**config.mk**
```make
export PLATFORM = sky130hd
export DESIGN_NAME = pipe_hazard_ctrl
export DESIGN_NICKNAME = d
export VERILOG_FILES = /design/src/rtl/pipe_hazard_ctrl.sv
export SDC_FILE = /design/constraint.sdc
export NUM_CORES = 1
export LEC_CHECK = 0
export ABC_AREA = 1
export ABC_CLOCK_PERIOD_IN_PS = 1600
export CORE_AREA = 4 4 72 74
export CTS_BUF_LIST = sky130_fd_sc_hd__clkbuf_4 sky130_fd_sc_hd__clkbuf_8
export CTS_CLUSTER_SIZE = 14
export DETAILED_ROUTE_END_ITERATION = 6
export DIE_AREA = 0 0 76 78
export GPL_TIMING_DRIVEN = 1
export MAX_ROUTING_LAYER = met4
export PLACE_DENSITY = 0.66
export SYNTH_ARGS = -nofsm -noshare
export SYNTH_HDL_FRONTEND = slang
export SYNTH_SLANG_ARGS = --single-unit
```
**constraint.sdc**
```tcl
create_clock -name clk -period 1.6 [get_ports clk]
set_input_delay 0.32 -clock clk [delete_from_list [all_inputs] [get_ports clk]]
set_output_delay 0.32 -clock clk [all_outputs]
set_load 0.01 [all_outputs]
```
**src/rtl/pipe_hazard_ctrl.sv**
```systemverilog
// pipe_hazard_ctrl
//   Stall/flush sequencer for a 5-stage pipeline (IF/ID, ID/EX, EX/MEM, MEM/WB).
//   It does four jobs:
//   - Freezes the whole pipe while the data memory is busy with the access held in EX/MEM.
//   - Flushes the younger stages when EX resolves a taken branch.
//   - Inserts a single bubble for a load-use hazard.
//   - Keeps a saturating stall-cycle counter and a sticky memory-timeout error flag.
//   The outputs are combinational from the state and the current inputs.
//
// Ports
//   clk, rst             clock (rising edge), asynchronous active-high reset
//   id_rs, id_rt         source registers of the instruction in ID
//   idex_mem_read        instruction in EX is a load
//   idex_rt              destination register of that load
//   ex_branch_taken      branch/jump in EX resolved taken
//   exmem_mem_read/write MEM-stage instruction accesses data memory
//   dmem_ready           data memory completes the access this cycle
//   dmem_req             data memory request
//   pc_en, ifid_en, idex_en, exmem_en   PC and pipeline register enables
//   ifid_flush           clear IF/ID to NOP on next edge
//   idex_flush           clear ID/EX control bits (bubble)
//   memwb_bubble         load MEM/WB with RegWrite=0
//   stall_count          saturating count of frozen cycles
//   mem_err              sticky flag: an access was aborted on timeout
module pipe_hazard_ctrl #(
  parameter int CNT_W       = 16,
  parameter int MEM_TIMEOUT = 64,
  parameter int TO_W        = 7
) (
  input  logic             clk,
  input  logic             rst,
  input  logic [4:0]       id_rs,
  input  logic [4:0]       id_rt,
  input  logic             idex_mem_read,
  input  logic [4:0]       idex_rt,
  input  logic             ex_branch_taken,
  input  logic             exmem_mem_read,
  input  logic             exmem_mem_write,
  input  logic             dmem_ready,
  output logic             dmem_req,
  output logic             pc_en,
  output logic             ifid_en,
  output logic             idex_en,
  output logic             exmem_en,
  output logic             ifid_flush,
  output logic             idex_flush,
  output logic             memwb_bubble,
  output logic [CNT_W-1:0] stall_count,
  output logic             mem_err
);

  typedef enum logic [1:0] {
    RUN      = 2'd0,
    MEM_WAIT = 2'd1
  } state_t;

  localparam logic [TO_W-1:0] WAIT_LAST = TO_W'(MEM_TIMEOUT - 1);

  state_t          state;
  logic [TO_W-1:0] waitCnt;
  logic            memOp;
  logic            memStall;
  logic            branchFlush;
  logic            loadUse;

  always_comb begin
    memOp    = exmem_mem_read | exmem_mem_write;
    // On the last wait cycle the access is abandoned, so the pipe is released
    // rather than stalled.
    memStall = ((state == RUN) & memOp & ~dmem_ready) |
               ((state == MEM_WAIT) & ~dmem_ready & (waitCnt < WAIT_LAST));
    branchFlush = ~memStall & ex_branch_taken;
    // r0 is hardwired to zero, so a load into it can never create a hazard.
    loadUse = ~memStall & ~ex_branch_taken & idex_mem_read & (idex_rt != 5'd0) &
              ((idex_rt == id_rs) | (idex_rt == id_rt));
  end

  always_comb begin
    dmem_req     = 1'b0;
    pc_en        = 1'b0;
    ifid_en      = 1'b0;
    idex_en      = 1'b0;
    exmem_en     = 1'b0;
    ifid_flush   = 1'b0;
    idex_flush   = 1'b0;
    memwb_bubble = 1'b1;
    if (!rst) begin
      dmem_req = (state == MEM_WAIT) | memOp;
      if (memStall) begin
        memwb_bubble = 1'b1;
      end else if (branchFlush) begin
        pc_en        = 1'b1;
        ifid_en      = 1'b1;
        idex_en      = 1'b1;
        exmem_en     = 1'b1;
        ifid_flush   = 1'b1;
        idex_flush   = 1'b1;
        memwb_bubble = 1'b0;
      end else if (loadUse) begin
        // Hold PC and IF/ID; ID/EX takes the bubble while the load moves on.
        idex_en      = 1'b1;
        exmem_en     = 1'b1;
        idex_flush   = 1'b1;
        memwb_bubble = 1'b0;
      end else begin
        pc_en        = 1'b1;
        ifid_en      = 1'b1;
        idex_en      = 1'b1;
        exmem_en     = 1'b1;
        memwb_bubble = 1'b0;
      end
    end
  end

  always_ff @(posedge clk or posedge rst) begin
    if (rst) begin
      state       <= RUN;
      waitCnt     <= '0;
      stall_count <= '0;
      mem_err     <= 1'b0;
    end else begin
      case (state)
        RUN: begin
          if (memOp && !dmem_ready) begin
            state   <= MEM_WAIT;
            waitCnt <= '0;
          end
        end
        MEM_WAIT: begin
          if (dmem_ready) begin
            state <= RUN;
          end else if (waitCnt == WAIT_LAST) begin
            // Timeout: drop the access and let the pipe advance.
            state   <= RUN;
            waitCnt <= '0;
            mem_err <= 1'b1;
          end else begin
            waitCnt <= waitCnt + TO_W'(1);
          end
        end
        default: state <= RUN;
      endcase
      if ((memStall || loadUse) && !(&stall_count))
        stall_count <= stall_count + CNT_W'(1);
    end
  end

endmodule
```
==> results by stage <==
Timing:
- The final critical delay including setup and external delays is around 1800 ps.
- On the final layout, the worst clock skew is 5.21 ps.
- The final worst-path cycle share is 112%.
- Setup repair after global routing could not meet its margin everywhere.
- The final setup violation count is 8.
- For this run, the top clock speed supported by timing is 558 MHz.
- The max-slew violation total from the final report is 0.
- Setup total negative slack on the finished layout was measured at -924 ps.
- Once routing completed, OpenROAD measured the worst setup slack at -193 ps.
- The tightest slew margin relative to the limit is ~83%.
- The count of endpoints failing hold in the final timing report is 0.
- For the pin with the worst max-slew slack, the measured transition is roughly 250 ps.

Route:
- Dividing the detail-routed via count by the number of cells gives 4.81.
- The first TritonRoute pass finished after 4 iterations.
- In the final routing, the length of wire on met1 measures between 2000 and 2500 µm.
- Summing over every cut layer, the via total after detailed routing is 1951.
- In the detailed route, the total length drawn on met2 is about 2500 µm.
- The first routing iteration left 80 violations.
- The uppermost metal layer occupied by signal nets is met4.
- The average routed wire per standard cell is ~13 µm.
- The post-detailed-route DRC marker count is 0.
- In the detailed route, the total length drawn on met3 is a little over 200 µm.
- The detail route stage leaves a number of antenna-violating nets equal to 0.
- The total wire length after detailed routing is 5150 µm.

Final layout:
- Cells fill between 60% and 70% of the core in the end.
- The finished layout holds between 400 and 500 standard cells, fillers aside.
- The post-route netlist has between 30% and 40% of its cells at a drive strength greater than 1.
- The total area of sequential cells is between 600 and 700 µm².
- The area growth from synthesis to layout is 66.3%.
- In the final layout, the multi-input gates occupy 1110 µm².
- After filler insertion, the fill cell instance count of the layout stands at 411.
- The total number of nets in the final design is 377.
- The antenna diode instance count is 0.

Synth:
- Yosys printed 0 warnings.
- After synthesis, the cell types taking the most area are dfrtp_1 36%, nand2_1 18%, nand3_1 8.8%, inv_1 6.6%, nor2_1 5.6%.
- The share of the Yosys chip area taken by registers is roughly 36%.
- The net count of the mapped netlist is roughly 280.
- The number of synthesized flops with an enable pin is 0.
- Synthesis produced a netlist whose cell count is about 250.
- The average size of a mapped cell is slightly below 7 µm².
- In the synthesized netlist the dominant register cell turns out to be dfrtp_1.
- The most area-hungry cell type in the Yosys netlist is dfrtp_1.
- The distinct cell type count of the synthesized netlist is 25.
- The flop and latch count out of synthesis is 25.
- The cell area that synthesis handed to floorplanning was between 1500 and 2000 µm².
- The top cell type's share of synthesized area is 35.6%.
- The fraction of registers with async set or reset after synthesis is 100%.

Placement:
- In this run the tool buffered the top-level ports with 46 buffer cells.
- OpenSTA, run right after detailed placement, puts the worst setup slack at -775 ps.
- The HPWL reported at the end of detailed placement is approximately 3500 µm.
- The number of placed instances, taps included is approximately 380.
- The placer's final routability congestion estimate is ~0.79.

Global routing:
- The via count of the first global-routing pass is between 1500 and 2000.
- The total routing resource utilization after global routing is 16.8%.
- The first global-routing pass estimated just over 8000 µm of wire.
- The initial antenna violation count was 0.
- Entering global routing, the biggest net connects 26 pins.
- Summed over all layers, the global routing overflow is 0.

Pwr:
- The design draws 2.18 mW.
- In this run the power density over the cells is ~750 nW/µm².
- The share of total power dissipated in combinational logic is a little under half.
- The portion of total power attributed to sequential cells is between 30 and 40%.
- The share of total power consumed by net switching is a little over a third.
- Summed over all nets, the switching power comes to 0.779 mW.
- Across the VDD grid, the largest voltage drop is around 0.65 mV.
- The cell-internal power is between 1 and 1.5 mW.
- The portion of total power attributed to the clock network is a little under a fifth.
- For this design the static power due to leakage is between 1.5 and 2 nW.

Floorplanning:
- The floorplan step set the die height to 78 µm.
- Pin placement for this block handled 47 I/O pins.
- The initial cell density of the core is around two fifths.
- After floorplanning, the core was sized to cover 4600 µm².
- The initialized floorplan defines 25 standard-cell rows.
- The width of the die is ~76 µm.
- The die covers ~5900 µm².

Run status:
- The checks that failed: setup timing.
- The flow ran to the end, but the final reports show violations.

Job:
- Max-cap violations in this run came to 0.

Critical path:
- Data arrives at the worst endpoint at 1470 ps.
- For the worst setup path, the data required time is approximately 1300 ps.
- STA classifies the critical path startpoint as a flip-flop.
- The worst reg2reg path endpoint is stall_count[2]$_DFFE_PP0P_.
- The critical path capture point type is an output port.
- The worst setup path is of the flip-flop to output port kind.
- The largest fanout of any net on the critical path is 3.
- The startpoint of the lowest-slack register-to-register path is waitCnt[2]$_DFFE_PP0P_.
- The number of cells on the worst reg-to-reg path is 13.
- The register-to-register setup slack is 0 ps.

CTS:
- The H-tree depth is 1.
- The clock-pin slew of the registers on the worst-case setup and hold paths is 90 ps.
- The number of clock sinks is 25.
- The TritonCTS clock tree is built.
- The total CTS buffers is 3.
- The insertion delay to the later sink of the worst-skew pair is roughly 280 ps.
- The buffer cell driving the clock tree root is clkbuf_8.
- Counting along the longest clock path gives a buffer depth of 2.

Hold path:
- The class of the tightest hold or removal check is input port to asynchronous set/reset pin.
state kept, by name, indices dropped and copies added (netlist names):
register and count:
stall_count 16, waitCnt 7, mem_err 1, state 1
cell usage in the layout, fill, tap and decap left out, types with 2 or more instances in the layout:
cell type	n
dfrtp_1	25
nand2_8	3
nand3_1	20
dlygate4sd2_1	28
xnor2_1	7
nor3_1	4
nor2_4	5
buf_6	6
xor2_1	9
buf_12	5
buf_2	3
nand2_2	20
nor2_1	20
o21ai_0	3
a21oi_2	2
nand3_2	11
clkdlybuf4s50_1	7
clkbuf_16	2
nand2_1	66
nand2_4	2
nor2_2	5
inv_1	30
clkbuf_8	3
buf_4	44
inv_2	7
dlymetal6s2s_1	3
o22ai_1	3
worst max path at each step:
| stage | start | to | slack [ps] | cells after the start |
|---|---|---|---|---|
| floorplan | waitCnt[2]$_DFFE_PP0P_ | pc_en | -50 | 11 |
| global placement | idex_rt[1] | idex_flush | -760 | 10 |
| detailed placement | idex_rt[4] | idex_flush | -780 | 10 |
| CTS | waitCnt[4]$_DFFE_PP0P_ | exmem_en | -210 | 8 |
| global route | waitCnt[2]$_DFFE_PP0P_ | idex_flush | -310 | 9 |
| finish | waitCnt[2]$_DFFE_PP0P_ | idex_flush | -190 | 9 |
cell families after synthesis:
logic type	share of synthesized area (%)
AND/OR/NAND/NOR	41.0
adder cells (fa/ha/maj)	1.43
buffers and inverters	10.3
XOR/XNOR	7.98
AO/OA/AOI/OAI	3.63
flip-flops	35.6
cell usage after synthesis (all sizes together), types with 2 or more instances:
library cell and number:
dfrtp 25, nand3 31, o21ai 3, ha 2
xor2 9, o22ai 3, a21oi 3, nor2 30
buf 5, inv 37, nor3 4, nand4 2
nand2 90, xnor2 7
power groups by stage:
stage	registers [mW]	clock network, mW	logic [mW]
2_1_floorplan	0.845	0	0.353
3_3_place_gp	0.774	0	0.859
3_5_place_dp	0.777	0	0.879
4_1_cts	0.765	0.407	0.835
5_1_grt	0.781	0.435	1.10
6_report	0.772	0.398	1.01
routing by layer:
metal  GRT usage, %  vias to the layer above
met5              -                        -
met4           6.58                        0
met3           2.90                        7
met2           24.7                       48
met1           23.0                      912
li1               -                      984
what timing repair did:
action / in CTS / in global routing
endpoints found under the setup margin: 38 / 29
gates cloned: 0 / 3
hold buffers: 0 / 0
buffers inserted: 5 / 11
gates resized for setup: 62 / 48
endpoints found under the hold margin: 0 / 0
pin swaps: 16 / 16
area by class of cell:
cell class | count | area share [%]
multi-input combinational | 187 | 38.2
inverter | 37 | 4.76
clock buffer | 3 | 1.41
timing repair buffer | 99 | 31.7
sequential | 25 | 21.4
clock inverter | 1 | 0.171
tap | 54 | 2.31
per-stage QoR:
step	hold slack, ps	cell area, µm²
after floorplan	347	1770
after global placement	469	2550
after detailed placement	461	2550
after CTS	498	2600
after global routing	338	2920
final	295	2920
critical path, cell delays in order (launching register included):
cell and delay (ps):
dfrtp_1 380, nand2_2 80, nor2_4 90, nand2_2 70
nand2_2 80, nand2_4 80, nor2_4 100, nand2_4 80
a21oi_2 110, buf_2 130
No activity file was read; power rests on OpenSTA's default activity.
